[src/rtl/kbd_scan_fifo.sv]
// PS/2 set-2 byte decoder feeding a show-ahead key-word FIFO with level IRQ; KBD_REPEAT_FILTER_EN drops typematic repeats.
// Latency: accepted byte -> key word visible on key_word/key_valid one clk later; head is combinational from storage.
// Backpressure: none upstream; a push into a full FIFO without a same-cycle pop is dropped and sets sticky overflow.
module kbd_scan_fifo #(
    parameter int DEPTH = 8,
    parameter int CW    = 4
) (
    input  logic          clk,
    input  logic          reset_n,
    input  logic          rx_done_tick,
    input  logic [7:0]    rx_data,
    input  logic          rd_en,
    input  logic          clr_ovf,
    output logic [15:0]   key_word,
    output logic          key_valid,
    output logic          irq,
    output logic [CW-1:0] count,
    output logic          overflow
);

    localparam int AW = $clog2(DEPTH);

    typedef enum logic [1:0] {IDLE, GOT_E0, GOT_F0, GOT_E0F0} state_t;

    state_t        state;
    logic          prev_tick;
    logic          accept;
    logic          dec_vld;
    logic [15:0]   dec_dat;
    logic          push_vld;
    logic [15:0]   mem [DEPTH];
    logic [AW-1:0] wr_ptr;
    logic [AW-1:0] rd_ptr;
    logic [CW-1:0] cnt;
    logic          full;
    logic          empty;
    logic          do_pop;
    logic          do_wr;
    logic          drop;

    // Rising edge of the receiver strobe, so a stretched tick counts once.
    assign accept = rx_done_tick & ~prev_tick;

    always_ff @(posedge clk or negedge reset_n) begin
        if (!reset_n) begin
            prev_tick <= 1'b0;
        end else begin
            prev_tick <= rx_done_tick;
        end
    end

    always_comb begin
        dec_vld = 1'b0;
        dec_dat = 16'h0000;
        if (accept) begin
            case (state)
                IDLE: begin
                    if (!(rx_data inside {8'hE0, 8'hF0, 8'hAA, 8'hFA, 8'hEE, 8'h00, 8'hFF})) begin
                        dec_vld = 1'b1;
                        dec_dat = {8'h00, rx_data};
                    end
                end
                GOT_E0: begin
                    if (rx_data != 8'hE0 && rx_data != 8'hF0) begin
                        dec_vld = 1'b1;
                        dec_dat = {8'h40, rx_data};
                    end
                end
                GOT_F0: begin
                    if (rx_data != 8'hE0 && rx_data != 8'hF0) begin
                        dec_vld = 1'b1;
                        dec_dat = {8'h80, rx_data};
                    end
                end
                GOT_E0F0: begin
                    if (rx_data != 8'hE0 && rx_data != 8'hF0) begin
                        dec_vld = 1'b1;
                        dec_dat = {8'hC0, rx_data};
                    end
                end
                default: ;
            endcase
        end
    end

    // A prefix byte where a scancode is expected is a protocol error: resync to IDLE.
    always_ff @(posedge clk or negedge reset_n) begin
        if (!reset_n) begin
            state <= IDLE;
        end else if (accept) begin
            case (state)
                IDLE: begin
                    if (rx_data == 8'hE0)      state <= GOT_E0;
                    else if (rx_data == 8'hF0) state <= GOT_F0;
                end
                GOT_E0: begin
                    if (rx_data == 8'hF0)      state <= GOT_E0F0;
                    else if (rx_data != 8'hE0) state <= IDLE;
                end
                default: state <= IDLE;
            endcase
        end
    end

`ifdef KBD_REPEAT_FILTER_EN
    logic [15:0] held_dat;
    logic        held_vld;

    assign push_vld = dec_vld && !(!dec_dat[15] && held_vld && held_dat == dec_dat);

    always_ff @(posedge clk or negedge reset_n) begin
        if (!reset_n) begin
            held_vld <= 1'b0;
            held_dat <= 16'h0000;
        end else if (dec_vld) begin
            if (dec_dat[15]) begin
                held_vld <= 1'b0;
            end else begin
                held_vld <= 1'b1;
                held_dat <= dec_dat;
            end
        end
    end
`else
    assign push_vld = dec_vld;
`endif

    assign full   = (cnt == CW'(DEPTH));
    assign empty  = (cnt == '0);
    assign do_pop = rd_en && !empty;
    // A pop in the same cycle frees the slot, so a full FIFO still accepts.
    assign do_wr  = push_vld && (!full || do_pop);
    assign drop   = push_vld && full && !do_pop;

    always_ff @(posedge clk) begin
        if (do_wr) begin
            mem[wr_ptr] <= dec_dat;
        end
    end

    always_ff @(posedge clk or negedge reset_n) begin
        if (!reset_n) begin
            wr_ptr   <= '0;
            rd_ptr   <= '0;
            cnt      <= '0;
            overflow <= 1'b0;
        end else begin
            if (do_wr)  wr_ptr <= wr_ptr + AW'(1);
            if (do_pop) rd_ptr <= rd_ptr + AW'(1);
            case ({do_wr, do_pop})
                2'b10:   cnt <= cnt + CW'(1);
                2'b01:   cnt <= cnt - CW'(1);
                default: ;
            endcase
            if (drop)         overflow <= 1'b1;
            else if (clr_ovf) overflow <= 1'b0;
        end
    end

    assign key_word  = empty ? 16'h0000 : mem[rd_ptr];
    assign key_valid = !empty;
    assign irq       = !empty;
    assign count     = cnt;

endmodule

[config.mk]
export PLATFORM = sky130hd
export DESIGN_NAME = kbd_scan_fifo
export DESIGN_NICKNAME = d
export VERILOG_FILES = /design/src/rtl/kbd_scan_fifo.sv
export SDC_FILE = /design/constraint.sdc
export NUM_CORES = 1
export LEC_CHECK = 0
export ABC_AREA = 1
export ABC_CLOCK_PERIOD_IN_PS = 2560
export CAP_MARGIN = 20
export CORE_MARGIN = 1.5
export CORE_UTILIZATION = 45
export CTS_CLUSTER_DIAMETER = 50
export CTS_CLUSTER_SIZE = 28
export DETAILED_ROUTE_END_ITERATION = 8
export PLACE_DENSITY = 0.72
export REMOVE_ABC_BUFFERS = 1
export SLEW_MARGIN = 25
export SYNTH_ARGS = -nofsm -noshare
export SYNTH_HDL_FRONTEND = slang
export SYNTH_SLANG_ARGS = --single-unit
[constraint.sdc]
create_clock -name clk -period 2.56 [get_ports clk]
set_input_delay 0.64 -clock clk [delete_from_list [all_inputs] [get_ports clk]]
set_output_delay 0.64 -clock clk [all_outputs]
set_load 0.03 [all_outputs]
[Word level (Yosys, flattened, before mapping)]
Memories as Yosys holds them, arrays and structs flattened.
Cells that the tools add are included.
Word-level totals
  bits in read-only memories: 0
  latch bits: 0
  output and inout port bits: 23
  bits in writable memories: 128
  word-level logic and storage cells: 67
  memories kept: 1
  bits of input ports: 13
  bits in registers: 14
Memory list
  mem: depth 8, bits a word 16, read ports 1, clocked after Yosys merged registers in 0, wr ports 1, RTL line 31  | logic [15:0] mem [DEPTH];
Cells by class
  add/sub/neg operators: 4
  divide/modulo/power cells: 0
  equality and inequality tests: 16
  order comparisons: 0
  bitwise logic cells: 2
  shift-type cells: 0
  $mul: 0
  reductions and logical operators: 17
  multiplexer cells: 21
Operators by type and width (number)
  $mux 16: 4
  $pmux 16 s4: 1
  $eq 8x8->1 const B: 6
  $ne 8x8->1 const B: 2
  $mux 15: 1
  $logic_not 8->1: 1
  $mux 2: 4
  $mux 8: 1
  $pmux 4 s2: 1
  $mux 1: 7
  $reduce_bool 7->1: 1
  $add 3x1->3 const B: 2
  $eq 2x2->1 const B: 3
  $ne 3x3->1 const B: 2
  $logic_and 1x1->1: 5
  $add 4x1->4 const B: 1
  $eq 2x1->1 const B: 2
  $eq 4x4->1 const B: 1
  $logic_not 4->1: 1
  $pmux 2 s2: 1
  $reduce_bool 2->1: 2
  $sub 4x1->4 const B: 1
  $logic_not 1->1: 3
  $reduce_and 3->1: 1
  6 further kinds: 6

[Logic depth before layout (Yosys ltp)]
  depth in word-level cells: 8
  gate-level depth with buffers: 21
  gate-level depth less buffers: 21

[Worst setup path after synthesis]
OpenSTA, ideal clock, no wires.
  path kind: reg-to-output
  from: register cnt[0], in the netlist count[0]
  to: output port key_word[0]
  path buffers: 1
  slack: -28 ps
  stages on the path, launching flop included: 6
  data required time: 1920 ps
  arrival: 1948 ps
  cells stage by stage: dfrtp_1 > nor2_1 > nand3_1 > clkbuf_1 > o21ai_0 > a31oi_1
Between the ends
  cells in the longest elaborated chain, start to end: 2
RTL lines
  start, declared: RTL line 34  | logic [CW-1:0] cnt;
  start signal, assigned: RTL line 151  | 2'b10: cnt <= cnt + CW'(1);
  start signal, assigned: RTL line 152  | 2'b01: cnt <= cnt - CW'(1);
  $logic_not 4->1: RTL line 129  | assign empty = (cnt == '0);
  $mux 16: RTL line 160  | assign key_word = empty ? 16'h0000 : mem[rd_ptr];
  end, declared: RTL line 14  | output logic [15:0] key_word,
No other way between the ends.

[Final worst setup path]
  from: register rd_ptr[0]
  to: output port key_word[4]
Between the ends
  cells in the longest elaborated chain, start to end: 2
RTL lines
  start, declared: RTL line 33  | logic [AW-1:0] rd_ptr;
  start signal, assigned: RTL line 149  | if (do_pop) rd_ptr <= rd_ptr + AW'(1);
  $mem_v2 8x16
  $mux 16: RTL line 160
No other way between the ends.

==> results.yml <==
run_status:
  outcome: "finished clean"
sta:
  setup_tns_ns: 0
  min_period_ns: 2.47
  grt_setup_unrepaired: "yes"
  hold_violations: 0
  setup_violations: 0
  slew_headroom: 0.369
  fmax_mhz: 404
  worst_pin_slew_ns: 0.940
  fin_skew_ns: 0.0129
  hold_ws_ns: 0.533
  slew_viol_final: 0
  period_share: 0.966
  fin_ws_ns: 0.0872
min_path:
  hp-class: "reg -> reg"
cts:
  clock_latency_ns: 0.36
  cts_tree: "built"
  cts_hold_buf: 0
  cts_buffer_depth: 2
  post_cts_buffers: 0
  numCtsBuffers: 9
  cts.clk_slew.worst_paths_ns: 0.09
  h-tree-depth: 3
  root_buffer: "clkbuf_8"
  cts_sinks: 94
detailed_routing:
  wl_per_cell_um: 15.6
  drc: 0
  ant_nets: 0
  firstDrtPassIters: 4
  finalWirelength_mm: 9.05
  vias: 3023
  viasPerCell: 5.20
  drt_iter0_drc: 144
placed_design:
  port_buffers: 29
  hpwlAfterDp_mm: 6.34
  gp_congestion: 0.860
  dpl_cell_area_mm2: 0.00500
  dp_cells: 565
  pre_cts_ws_ns: -0.485
cells_and_area:
  antennaDiodeCount: 0
  instances_no_fill: 581
  final_core_util: 0.573
  layout_common_cells: "82 x nor2_1, 80 x edfxtp_1, 50 x buf_4"
  drive_gt1_frac: 0.245
  layout_commonest_cell: "nor2_1"
  syn_to_final_growth_pct: 24.1
  fin_nets: 483
  final_area_mm2: 0.00524
  fillers: 742
synth:
  avgSynthCellArea_um2: 10.9
  syn_area_mm2: 0.00422
  yosysWarningCount: 0
  netlist_instances: 388
  synth_seq_area_share: 0.652
  synth.distinct_cells: 32
  synth_seq_cells: 94
die:
  pin_count: 36
  core_area_mm2: 0.00915
  die_h_um: 99.9
  rows: 35
  die-area_mm2: 0.00997
  start_util: 0.461
  die_width_um: 99.9
worst_setup_path:
  start_kind: "register"
  cp.required_ns: 1.92
  cp_max_fo: 12
  critPathBufInv: 4
  crit_slowest_cell: "dfrtp_2"
  crit_arrival_ns: 1.83
  end_kind: "output port"
  cp_cell_sequence: "inv_2 > buf_6 > buf_6 > o21ai_0 > o22ai_1 > o21ai_0 > a31oi_1 > buf_4"
  critPathMaxStageDelay_ns: 0.46
  critPathTopFamily: "buffers and inverters"
  crit_type: "reg -> out"
run:
  drv_cap: 0
power_and_ir_drop:
  leakagePower_nw: 2.11
  ir_worst_vdd_v: 0.000410
  p_per_area_mw_per_mm2: 1020
  total_power_mw: 5.36
grt:
  gr-usage-all-layers: 0.188
  antenna_found_initial: 0
  grt_pass1_wl_mm: 14.1
  grt_max_degree: 26
  gr-total-overflow: 0
  grt_pass1_vias: 2893
## cell usage after synthesis
cell type   n  area share
inv_2       3      0.0027
xnor2_1     1      0.0021
o22ai_1    12       0.018
buf_4       7       0.012
edfxtp_1   80        0.57
a21oi_2     1      0.0021
conb_1      1     0.00089
o221ai_1    1      0.0021
xor2_1      3      0.0062
a31oi_1    11       0.016
xor2_2      1      0.0039
o21ai_1     5      0.0059
inv_1      28       0.025
or2_4       1      0.0021
buf_1       2      0.0018
nand3_2     1      0.0024
and2_1      1      0.0015
nand3_1     2      0.0024
clkbuf_1   13       0.012
o21ai_0    50       0.059
ha_1        4       0.012
nand2_4     6       0.016
nand4_1     2      0.0030
nor2_1     84       0.075
o2111ai_1   1      0.0021
nor2_2      8       0.012
nand2_1    33       0.029
fa_1        1      0.0047
nand2_2     6      0.0089
mux2_1      1      0.0027
dfrtp_1    14       0.083
nor3_1      4      0.0047
## routing by layer
metal | part of all wire | GRT usage | up-vias
met1 | 0.43 | 0.232 | 1466
li1 | - | - | 1477
met5 | 0 | 0 | -
met3 | 0.035 | 0.0320 | 4
met2 | 0.53 | 0.335 | 76
met4 | 0.0082 | 0.0618 | 0
## where the power goes
part,switching [mW],internal [mW]
Clock,0.515,0.459
Combinational,1.52,0.955
Sequential,0.0900,1.82
Total,2.13,3.24
## logic make-up after synthesis
kind of cell | share of synthesized area
buf+inv | 0.0534
compound gates | 0.106
fa+ha+maj | 0.0166
simple gates | 0.157
other cells | 0.000888
xor+xnor | 0.0122
mux | 0.00267
flops | 0.652
## final cells by class
| type | count | area [um2] | share of cell area |
|---|---|---|---|
| Clock buffer | 10 | 128 | 0.0244 |
| Clock inverter | 6 | 68.8 | 0.0131 |
| Inverter | 31 | 116 | 0.0222 |
| Multi-Input combinational cell | 246 | 1300 | 0.248 |
| Sequential cell | 94 | 2750 | 0.526 |
| Tap cell | 111 | 139 | 0.0265 |
| Timing Repair Buffer | 83 | 734 | 0.140 |
## registers in the layout, summed over array words and instances, names as in the netlist
register   flops
mem           80
count          4
rd_ptr         3
wr_ptr         3
state          2
overflow       1
prev_tick      1
## repair_timing
action / in CTS / in global routing
setup endpoints to repair: 11 / 60
gates resized for setup: 43 / 38
pin swaps: 0 / 4
## worst paths after layout
path,slack (ns),from,cells after the start,to
hold reg to reg,0.53,state[0],1,state[0]
setup / recovery,0.09,rd_ptr[0],8,key_word[4]
max in group asynchronous,1.38,reset_n,1,rd_ptr[0]
setup reg to reg,0.36,count[2],16,count[3]
min in group asynchronous,0.70,reset_n,1,rd_ptr[2]
hold / removal,0.53,state[0],1,state[0]
## worst register-to-register path, cell delays in order (launching register included)
cell and delay (ns):
dfrtp_1 0.43, inv_1 0.11, nand3_1 0.11, buf_4 0.19, nand2_1 0.11, inv_1 0.17
nand2_4 0.07, inv_2 0.07, ha_4 0.21, nand2_1 0.06, nand2_1 0.09, a31oi_4 0.19
inv_1 0.06, nand2_1 0.08, nand3_1 0.07, nand2_1 0.07, inv_1 0.03
(Power assumes the default switching activity.)
